`config.mk`:
```
export PLATFORM = sky130hd
export DESIGN_NAME = prog_loader
export DESIGN_NICKNAME = d
export VERILOG_FILES = /design/src/rtl/prog_loader.sv
export SDC_FILE = /design/constraint.sdc
export NUM_CORES = 1
export LEC_CHECK = 0
export BUFFER_PORTS_ARGS = -buffer_cell sky130_fd_sc_hd__buf_2
export CAP_MARGIN = 5
export CORE_MARGIN = 1
export CORE_UTILIZATION = 30
export CTS_CLUSTER_SIZE = 10
export DETAILED_ROUTE_END_ITERATION = 6
export SYNTH_ARGS = -nofsm -noshare
export SYNTH_HDL_FRONTEND = slang
export SYNTH_SLANG_ARGS = --single-unit
```
`constraint.sdc`:
```
create_clock -name clk -period 1.9 [get_ports clk]
set_clock_uncertainty 0.15 [all_clocks]
set_input_delay 0.095 -clock clk [delete_from_list [all_inputs] [get_ports clk]]
set_output_delay 0.095 -clock clk [all_outputs]
set_load 0.1 [all_outputs]
```
`src/rtl/prog_loader.sv`:
```
// Byte-stream program loader: deframes HEADER / N / N*3 payload bytes / CSUM,
// assembles 24-bit instruction words and writes them to program RAM from
// LOAD_BASE upward. Holds the CPU off (busy) while a frame is in flight.
module prog_loader #(
    parameter int unsigned RAM_WORD_WIDTH = 24,
    parameter int unsigned RAM_ADDR_BITS  = 8,
    parameter int unsigned LOAD_BASE      = 1,
    parameter logic [7:0]  HEADER         = 8'hA5
) (
    input  logic                      clk,
    input  logic                      rst_n,
    input  logic [7:0]                rx_data,
    input  logic                      rx_valid,
    output logic                      rx_ready,
    output logic                      wr_en,
    output logic [RAM_ADDR_BITS-1:0]  wr_addr,
    output logic [RAM_WORD_WIDTH-1:0] wr_data,
    output logic                      busy,
    output logic                      done,
    output logic                      err
);

    typedef enum logic [2:0] {
        StIdle,
        StCount,
        StB0,
        StB1,
        StB2,
        StWrite,
        StCsum
    } state_e;

    state_e                    state_q, state_d;
    logic [7:0]                cnt_q, cnt_d;
    logic [RAM_ADDR_BITS-1:0]  addr_q, addr_d;
    logic [RAM_WORD_WIDTH-1:0] word_q, word_d;
    logic [7:0]                csum_q, csum_d;
    // full: address already past the top of RAM; ovf: a word was actually dropped
    logic                      full_q, full_d;
    logic                      ovf_q, ovf_d;
    logic                      busy_q, busy_d;
    logic                      done_q, done_d;
    logic                      err_q, err_d;
    logic                      accept;

    assign rx_ready = (state_q != StWrite);
    assign accept   = rx_valid && rx_ready;
    assign wr_en    = (state_q == StWrite) && !full_q;
    assign wr_addr  = addr_q;
    assign wr_data  = word_q;
    assign busy     = busy_q;
    assign done     = done_q;
    assign err      = err_q;

    // State and datapath registers.
    always_ff @(posedge clk or negedge rst_n) begin
        if (!rst_n) begin
            state_q <= StIdle;
            cnt_q   <= '0;
            addr_q  <= '0;
            word_q  <= '0;
            csum_q  <= '0;
            full_q  <= 1'b0;
            ovf_q   <= 1'b0;
            busy_q  <= 1'b0;
            done_q  <= 1'b0;
            err_q   <= 1'b0;
        end else begin
            state_q <= state_d;
            cnt_q   <= cnt_d;
            addr_q  <= addr_d;
            word_q  <= word_d;
            csum_q  <= csum_d;
            full_q  <= full_d;
            ovf_q   <= ovf_d;
            busy_q  <= busy_d;
            done_q  <= done_d;
            err_q   <= err_d;
        end
    end

    // Frame deframing, word assembly and checksum next-state logic.
    always_comb begin
        state_d = state_q;
        cnt_d   = cnt_q;
        addr_d  = addr_q;
        word_d  = word_q;
        csum_d  = csum_q;
        full_d  = full_q;
        ovf_d   = ovf_q;
        busy_d  = busy_q;
        done_d  = 1'b0;
        err_d   = err_q;

        unique case (state_q)
            StIdle: begin
                if (accept && (rx_data == HEADER)) begin
                    state_d = StCount;
                    err_d   = 1'b0;
                    csum_d  = '0;
                    full_d  = 1'b0;
                    ovf_d   = 1'b0;
                    busy_d  = 1'b1;
                end
            end
            StCount: begin
                if (accept) begin
                    cnt_d   = rx_data;
                    csum_d  = csum_q ^ rx_data;
                    addr_d  = RAM_ADDR_BITS'(LOAD_BASE);
                    state_d = (rx_data == 8'd0) ? StCsum : StB0;
                end
            end
            StB0: begin
                if (accept) begin
                    word_d[23:16] = rx_data;
                    csum_d        = csum_q ^ rx_data;
                    state_d       = StB1;
                end
            end
            StB1: begin
                if (accept) begin
                    word_d[15:8] = rx_data;
                    csum_d       = csum_q ^ rx_data;
                    state_d      = StB2;
                end
            end
            StB2: begin
                if (accept) begin
                    word_d[7:0] = rx_data;
                    csum_d      = csum_q ^ rx_data;
                    state_d     = StWrite;
                end
            end
            StWrite: begin
                cnt_d = cnt_q - 8'd1;
                // Past the top of RAM the word is consumed but not written; no wrap.
                if (full_q) begin
                    ovf_d = 1'b1;
                end else if (addr_q == {RAM_ADDR_BITS{1'b1}}) begin
                    full_d = 1'b1;
                end else begin
                    addr_d = addr_q + 1'b1;
                end
                state_d = (cnt_q == 8'd1) ? StCsum : StB0;
            end
            StCsum: begin
                if (accept) begin
                    err_d   = (rx_data != csum_q) | ovf_q;
                    busy_d  = 1'b0;
                    done_d  = 1'b1;
                    state_d = StIdle;
                end
            end
            default: state_d = StIdle;
        endcase
    end

endmodule

```
Word-level counts from Yosys, hierarchy flattened
Cells that the tools add are included.

Register bits after elaboration: 56. Input bits: 11. Output and inout bits: 37. Word-level logic and storage cells: 89.

Add/subtract/negate cells: 2. Equal/unequal tests: 21. Multiplexer cells: 31. Bitwise gates (word level): 2. Reductions and logical operators: 21.

Operators with widths (count): 2-to-1 mux 8 bit (6); one-hot mux 8 bit (2 select lines) (3); 2-to-1 mux 3 bit (8); one-hot mux 3 bit (7 select lines) (1); inequality test 2 bit (second input constant) (9); equality test 8 bit (second input constant) (2); AND reduction 2 bit (5); equality test 3 bit (second input constant) (3); 2-to-1 mux 1 bit (9); AND reduction 3 bit (3); adder 8 x 1 -> 8 bit (second input constant) (1); equality test 8 x 1 -> 1 bit (second input constant) (1); zero test 8 bit (1); inequality test 8 bit (1); one-hot mux 1 bit (2 select lines) (4); nonzero test 2 bit (4); subtractor 8 x 1 -> 8 bit (second input constant) (1); bitwise XOR 8 bit (1); equality test 3 x 2 -> 1 bit (second input constant) (2); AND reduction 6 bit (1); AND reduction 4 bit (1); OR reduction 4 bit (1); equality test 3 x 1 -> 1 bit (second input constant) (1); logical AND 1 bit (3); other kinds (5) (5).

Logic depth before layout (Yosys ltp)
Gate-level depths: netlist of the first run.

Depth after elaboration: 5. Mapped depth: 7. Gate-level depth less buffers: 5.

Worst setup path before layout of the first run
OpenSTA, ideal clock, no wires.

Path type: flip-flop to output port. Start: reg state_q[1]. End: out wr_en. Data arrival time: 2857 ps. Setup slack: -1202 ps. Stages on the path, launching flop included: 6. Cells stage by stage: dfrtp_1 -> and3b_1 -> buf_2 -> inv_2 -> clkbuf_1 -> nor2_1.

Cells in the longest elaborated chain, start to end: 2.

Ends and longest elaborated chain: start: declaration (RTL line 33) `state_e state_q, state_d;`; start signal: assignment (RTL line 58) `state_q <= StIdle;`; start signal: assignment (RTL line 69) `state_q <= state_d;`; equality test 3 bit (RTL line 48) `assign wr_en = (state_q == StWrite) && !full_q;`; logical AND 1 bit (RTL line 48); end: declaration (RTL line 15) `output logic wr_en,`.

Every way passes these cells.

Final worst setup path of the first run
Same ends and word-level chain as after synthesis.

==> flow_summary.toml, run 1 <==
[outcome]
status = "finished clean"

[placement]
dp.cells = 430
placed_area_um2 = 3332
place_congestion = 0.8171
portBuffers = 47
pre_cts_ws_ns = 0.1058
dp_hpwl_um = 4876

[cts]
insertion_delay_ns = 0.32
tritoncts = "built"
numCtsBuffers = 5
cts_root_buffer = "clkbuf_8"
clock_path_buffers = 2
clk_pin_slew_worst_paths_ns = 0.10
clkSinkCount = 56
htree_levels = 2

[routing]
drc_errors = 0
wl_per_cell_um = 15.93
drtIter0Drc = 119
dr_wl_met3_um = 345
top_layer = "met4"
ant_nets = 0
wl_met1_um = 3481
routed_via_density = 5.250
drtPass1Iterations = 4
met2_length_um = 3106
wl_um = 7072
dr_total_vias = 2331

[sta]
fmax_mhz = 554.5
rsz0062_at_grt = "no"
worstMarginPinSlew_ns = 0.6124
period_needed_ns = 1.803
slew_headroom_pct = 59.17
setup_tns_ns = 0
finalWorstSetupSlack_ns = 0.09673
min_period_over_period_pct = 94.91
finalSetupViolations = 0
hold_violations = 0
finalMaxSlewViolations = 0

[cells_and_area]
fill_cells = 922
fin_area_um2 = 3501
nets = 346
fin_cells = 444
num_antenna_cells = 0
drive_gt1_share_pct = 37.24
area_growth_pct = 23.53

[critical_path]
start_kind = "flip-flop"
worstPathRequired_ns = 1.65
reg2reg_from = "wr_addr[1]"
reg2reg_depth = 5
cp-end-kind = "primary output"
cp_max_fo = 13
r2r-end = "wr_addr[3]"
crit_arrival_ns = 1.56
r2r_setup_slack_ns = 0.11
critPathKind = "reg -> out"

[min_path]
hold_start = "rx_data[2]"
worstHoldPathType = "in -> reg"
min_to = "csum_q[2]"
hold_depth = 3

[logic_synthesis]
synth_ff_type = "dfrtp_1"
yosysWarnings = 0
synth-seq-area-share_pct = 49.45
syn_inst = 269
synthTopCellsByArea = "dfrtp_1 (49%), mux2_2 (9.1%), a21oi_1 (3.2%), a31oi_1 (2.6%), xor2_1 (2.5%)"
syn_area_per_cell_um2 = 10.54
synth_top_area_share_pct = 49.45
synth_edf_count = 0
ys_async_sr_fraction_pct = 100.0
syn_nets = 283
ys_seq_elements = 56
syn_area_um2 = 2834
synth.largest_area_cell = "dfrtp_1"
yosys.cell_types.count = 52

[global_route]
grt_pass1_wl_um = 11600
grt-ovfl-total = 0
antenna_found_initial = 0
grt_pass1_vias = 2210
grt_use_total_pct = 15.02
grt_max_degree = 34

[floorplanning]
fp-row-count = 35
initial_core_util_pct = 30.82
dieWidth_um = 99.20
ios = 48
die_area_um2 = 9840
core_area_um2 = 9196
die_height_um = 99.20

[job]
cap_violations = 0
==> logic make-up (layout without fill, tap and decap cells) <==
group                      after synthesis  after routing  share of synthesized area [%]
buffers and inverters                   24             88                          4.592
AOI/OAI and AO/OA                       73             73                          17.35
and+or+nand+nor                         82             82                          15.67
adders and majority gates                3              3                          1.325
xor gates and xnor gates                 8              8                          2.473
DFF                                     56             56                          49.45
muxes                                   23             23                          9.139
==> synth_stat cells (2+ instances only) <==
| cell | n |
|---|---|
| a32o_1 | 2 |
| nand4_1 | 3 |
| xor2_1 | 8 |
| o41ai_1 | 2 |
| o22ai_1 | 2 |
| inv_1 | 5 |
| clkbuf_1 | 5 |
| and4_1 | 2 |
| mux2_2 | 23 |
| inv_2 | 2 |
| nand2b_1 | 7 |
| buf_6 | 2 |
| and3b_1 | 2 |
| or3_1 | 2 |
| a2bb2oi_1 | 2 |
| a21o_1 | 2 |
| a21oi_1 | 18 |
| nor2_1 | 16 |
| a22o_1 | 2 |
| ha_1 | 3 |
| nand2_1 | 15 |
| buf_4 | 5 |
| buf_2 | 5 |
| nor2b_1 | 2 |
| nor2_2 | 2 |
| o21bai_1 | 2 |
| a31oi_1 | 12 |
| o21ai_0 | 9 |
| nand3_1 | 13 |
| and3_1 | 5 |
| nor3_1 | 2 |
| or4_1 | 3 |
| a31o_1 | 3 |
| o221ai_1 | 2 |
| dfrtp_1 | 56 |
| o21ai_1 | 3 |
| nor4_1 | 3 |
| o211ai_1 | 3 |
==> critical path, cell delays in order, from the launching register on <==
cell     delay [ns]
dfrtp_2        0.42
and3b_2        0.27
inv_4          0.08
buf_4          0.17
nor2_4         0.12
buf_12         0.18
==> worst max path at each step <==
stage                    start         end  cells past startpoint
finish              state_q[1]       wr_en                      5
global route        wr_addr[0]  wr_addr[3]                      5
CTS                 state_q[1]       wr_en                      5
detailed placement  state_q[0]   csum_q[4]                      4
global placement    wr_addr[0]  wr_addr[3]                      5
floorplan           state_q[1]       wr_en                      5
==> layout make-up <==
| type | count | area [µm²] | area share (%) |
|---|---|---|---|
| clock inverter | 2 | 38.79 | 1.108 |
| inverter | 7 | 28.78 | 0.8220 |
| sequential | 56 | 1419 | 40.53 |
| multi-input combinational | 189 | 1325 | 37.85 |
| timing repair buffer | 73 | 478.0 | 13.65 |
| tap | 111 | 138.9 | 3.967 |
| clock buffer | 6 | 72.57 | 2.073 |
==> registers in the layout, indices dropped and copies added, names as in the netlist, 3 cells and up <==
register and count:
wr_data 24, wr_addr 8, state_q 3, cnt_q 8, csum_q 8
==> metrics by stage <==
stage	utilization, %	hold WS [ns]
3_5_place_dp	36.23	-0.003871
3_3_place_gp	36.23	0.001729
6_report	38.07	0.01906
2_1_floorplan	-	-0.3506
4_1_cts	38.04	0.01204
5_1_grt	38.07	0.008077
==> repair_timing <==
action                                  in CTS  in global routing
resized for setup                            3                  2
pin swaps                                    0                  1
hold endpoints to repair                    24                  0
endpoints found under the setup margin       2                 10
setup buffers                                4                  0
hold buffers                                 2                  0
==> per-layer routing <==
| layer | GRT usage [%] | up-vias |
|---|---|---|
| met5 | 0 | - |
| met4 | 4.751 | 0 |
| met3 | 3.795 | 13 |
| met2 | 22.59 | 70 |
| met1 | 21.20 | 1123 |
| li1 | - | 1125 |
==> placed cells by master, fill, tap and decap left out, drive strengths merged, types with 3 or more instances in the layout <==
cell	instances
a21oi	18
a31o	3
a31oi	12
and3	5
buf	71
clkbuf	6
dfrtp	56
ha	3
inv	8
mux2	23
nand2	15
nand2b	7
nand3	13
nand4	3
nor2	18
nor3	3
nor4	3
o211ai	4
o21ai	13
or4	4
xor2	8
Power of run 1 is not shown: default switching activity piles up to over one toggle a cycle in this logic, so the estimate is an artifact.
==> inputs of run 2 (changes only) <==
--- a/config.mk
+++ b/config.mk
@@ -5,7 +5,7 @@
 export SDC_FILE = /design/constraint.sdc
 export NUM_CORES = 1
 export LEC_CHECK = 0
-export BUFFER_PORTS_ARGS = -buffer_cell sky130_fd_sc_hd__buf_2
+export BUFFER_PORTS_ARGS = -buffer_cell sky130_fd_sc_hd__buf_4
 export CAP_MARGIN = 5
 export CORE_MARGIN = 1
 export CORE_UTILIZATION = 30
==> flow_summary.toml, run 2 (synthesis results as in run 1) <==
[global_route]
grt_pass1_vias = 2218
grt_pass1_wl_um = 11520
grt_use_met3_pct = 3.303
grt-ovfl-total = 0
grt_max_degree = 57
grt_util_met2_pct = 23.35
grt_use_total_pct = 14.78
grtUsageMet1_pct = 20.77
antenna_found_initial = 0
grt_busiest_layer = "met2"

[cts]
insertion_delay_ns = 0.31
clkSinkCount = 56
clock_path_buffers = 2
htree_levels = 2
cts_root_buffer = "clkbuf_8"
clk_pin_slew_worst_paths_ns = 0.10
tritoncts = "built"
numCtsBuffers = 5

[cells_and_area]
area_growth_pct = 28.43
layout_common_cells = "buf_4 (67), dfrtp_1 (45), mux2_2 (23)"
drive_gt1_share_pct = 36.98
largest_register_ffs = 24
layout_commonest_cell = "buf_4"
num_antenna_cells = 0
nets = 351
fin_area_um2 = 3640

[routing]
dr_total_vias = 2370
drtPass1Iterations = 6
drtIter0Drc = 167
wl_per_cell_um = 15.72
ant_nets = 0
routed_via_density = 5.278
wl_um = 7060
drc_errors = 0

[min_path]
hold_start = "rx_data[6]"
worstHoldPathType = "in -> reg"
min_to = "wr_data[14]"
hold_depth = 3

[sta]
finalSetupViolations = 0
setup_tns_ns = 0
finalWorstSetupSlack_ns = 0.04183
min_period_over_period_pct = 97.80
hold_violations = 0
period_needed_ns = 1.858
worstMarginPinSlew_ns = 0.7403
fmax_mhz = 538.2
slew_headroom_pct = 50.65
finalMaxSlewViolations = 0

[critical_path]
r2r_setup_slack_ns = 0.11
start_kind = "primary input"
critPathKind = "in -> reg"
reg2reg_depth = 5
cp-end-kind = "flip-flop"
cp_max_fo = 6
r2r-end = "wr_addr[3]"
crit_arrival_ns = 1.91
worstPathRequired_ns = 1.95
reg2reg_from = "wr_addr[0]"

[placement]
portBuffers = 47
placed_area_um2 = 3369
dp_hpwl_um = 4648
pre_cts_ws_ns = 0.1073
place_congestion = 0.8060

[floorplanning]
die_area_um2 = 9840
core_area_um2 = 9196
initial_core_util_pct = 30.82
ios = 48
dieWidth_um = 99.20
fp-row-count = 35
die_height_um = 99.20

[outcome]
status = "finished clean"

[job]
cap_violations = 0
==> run 2: changes by cell type in the layout (fill, tap and decap cells not counted), moves of 2 or more <==
cell	delta
buf_12	-2
buf_2	-45
buf_4	+44
dlygate4sd3_1	+8
==> run 2: timing repair <==
action	CTS	global route
setup endpoints to repair	2	13
hold endpoints to repair	80	0
hold buffers	10	0
cloned	0	0
pin swaps	0	2
buffers inserted	2	4
gates resized for setup	4	7
==> run 2: layer usage <==
layer	routed length [µm]	vias up	share of wire (%)
met5	0	-	0
met4	30	0	0.42
met3	298	2	4.2
met2	3267	58	46
met1	3464	1180	49
li1	-	1130	-
==> run 2: worst max-delay path by stage <==
stage                     startpoint    endpoint  cells past startpoint
final                     rx_data[1]      full_q                      6
after CTS                 rx_data[1]   csum_q[1]                      6
after floorplan           state_q[1]       wr_en                      5
after detailed placement  wr_addr[1]  wr_addr[5]                      5
after global routing      rx_data[1]      full_q                      6
after global placement    wr_addr[0]  wr_addr[3]                      5
==> run 2: worst max-delay path: stages <==
cell and delay [ns]:
dlygate4sd3_1 0.54, buf_4 0.17, or4_4 0.46, nor2_2 0.13, nand4_1 0.23, a32o_1 0.28
==> run 2: area by class of cell <==
| cell class | instances | area [µm²] |
|---|---|---|
| Clock buffer | 6 | 72.57 |
| Clock inverter | 2 | 16.27 |
| Fill cell | 896 | 5557 |
| Inverter | 7 | 26.28 |
| Multi-Input combinational cell | 189 | 1343 |
| Sequential cell | 56 | 1420 |
| Tap cell | 111 | 138.9 |
| Timing Repair Buffer | 78 | 623.1 |
==> run 2: through the flow <==
stage / hold slack (ns) / utilization (%) / cells
2_1_floorplan: -0.3506 / - / 269
3_3_place_gp: 0.05666 / 36.64 / 425
3_5_place_dp: 0.05507 / 36.64 / 425
4_1_cts: 0.04964 / 38.97 / 445
5_1_grt: 0.03898 / 39.58 / 449
6_report: 0.04852 / 39.58 / 449
Power of run 2 is left out for the same reason.
==> inputs of run 3 (changes only) <==
--- a/config.mk
+++ b/config.mk
@@ -7,10 +7,11 @@
 export LEC_CHECK = 0
 export BUFFER_PORTS_ARGS = -buffer_cell sky130_fd_sc_hd__buf_4
 export CAP_MARGIN = 5
-export CORE_MARGIN = 1
 export CORE_UTILIZATION = 30
+export CTS_CLUSTER_DIAMETER = 30
 export CTS_CLUSTER_SIZE = 10
 export DETAILED_ROUTE_END_ITERATION = 6
+export HOLD_SLACK_MARGIN = 0.1
 export SYNTH_ARGS = -nofsm -noshare
 export SYNTH_HDL_FRONTEND = slang
 export SYNTH_SLANG_ARGS = --single-unit
==> flow_summary.toml, run 3 (synthesis results as in run 1) <==
[outcome]
status = "finished clean"

[routing]
drtPass1Iterations = 6
drtIter0Drc = 178
drc_errors = 0
dr_total_vias = 2396
ant_nets = 0
wl_per_cell_um = 15.82
routed_via_density = 5.348
wl_um = 7086

[critical_path]
start_kind = "flip-flop"
worstPathRequired_ns = 1.65
crit_arrival_ns = 1.56
cp_max_fo = 12
crit_slowest_cell = "dfrtp_2"
critPathKind = "reg -> out"
cp_cell_sequence = "and3b_1 -> inv_2 -> buf_4 -> nor2_4 -> buf_12"
cp-end-kind = "primary output"
max_stage_delay_ns = 0.43

[floorplanning]
ios = 48
die_height_um = 99.20
core_area_um2 = 9196
initial_core_util_pct = 30.82
die_area_um2 = 9840
fp-row-count = 35
dieWidth_um = 99.20

[global_route]
antenna_found_initial = 0
grt_use_total_pct = 14.87
grt_pass1_wl_um = 11560
grt_pass1_vias = 2222
grt-ovfl-total = 0
grt_max_degree = 57

[sta]
period_needed_ns = 1.809
slew_headroom_pct = 50.49
hold_violations = 0
fmax_mhz = 552.9
finalWorstSetupSlack_ns = 0.09125
min_period_over_period_pct = 95.20
finalMaxSlewViolations = 0
worstMarginPinSlew_ns = 0.7426
finalSetupViolations = 0

[placement]
dp_hpwl_um = 4648
place_congestion = 0.8060
pre_cts_ws_ns = 0.1073
portBuffers = 47

[cts]
clkSinkCount = 56
cts_root_buffer = "clkbuf_8"
tritoncts = "built"
clk_pin_slew_worst_paths_ns = 0.10
insertion_delay_ns = 0.31
clock_path_buffers = 2
htree_levels = 2
numCtsBuffers = 5

[cells_and_area]
layout_commonest_cell = "buf_4"
layout_common_cells = "buf_4 (66), dfrtp_1 (45), mux2_2 (23)"
drive_gt1_share_pct = 36.20
area_growth_pct = 28.04
fill_cells = 896
nets = 350
largest_register_ffs = 24
num_antenna_cells = 0

[min_path]
worstHoldPathType = "in -> reg"

[job]
cap_violations = 0
## run 3: cell type report
cell class | instances | area [µm²] | share of cell area [%]
clock inverter | 2 | 16.27 | 0.4483
inverter | 7 | 26.28 | 0.7241
tap | 111 | 138.9 | 3.828
timing repair buffer | 77 | 615.6 | 16.97
clock buffer | 6 | 72.57 | 2.000
multi-input combinational | 189 | 1339 | 36.90
sequential | 56 | 1420 | 39.14
## run 3: per-stage QoR
step	TNS, ns	hold WS [ns]	util [%]	instances	area, µm²
2_1_floorplan	0	-0.3506	-	269	2873
3_3_place_gp	0	0.05666	36.64	425	3369
3_5_place_dp	0	0.05507	36.64	425	3369
4_1_cts	0	0.1862	38.97	445	3583
5_1_grt	-0.0004692	0.1933	39.46	448	3628
6_report	0	0.1965	39.46	448	3628
## run 3: metal layers
metal  share of wire [%]  track usage [%]
met2                  45            23.40
met1                  49            20.91
met4                0.87            3.620
met3                 4.9            3.233
met5                   0                0
## run 3: what timing repair did
action	4_1_cts	5_1_grt
gates resized for setup	4	5
endpoints found under the hold margin	96	0
cloned	0	0
hold buffers	10	0
pin swaps	0	0
endpoints found under the setup margin	2	10
buffers inserted	2	3
## run 3: final timing paths
kind / start / to / slack [ns] / cells after the start
max in group asynchronous: rst_n / wr_addr[1] / 0.82 / 2
worst max-delay path: state_q[1] / wr_en / 0.09 / 5
worst min-delay path: rx_data[4] / state_q[2] / 0.20 / 5
worst min register to register: busy / busy / 0.33 / 2
worst max register to register: wr_addr[0] / wr_addr[3] / 0.11 / 5
min in group asynchronous: rst_n / wr_addr[4] / 0.22 / 2
## run 3: worst max-delay path: cells and delay by family, from the launching register on
family | cells | cell delay, ns
buf+inv | 3 | 0.46
flops | 1 | 0.43
simple gates | 2 | 0.36
Power of run 3 is left out for the same reason.
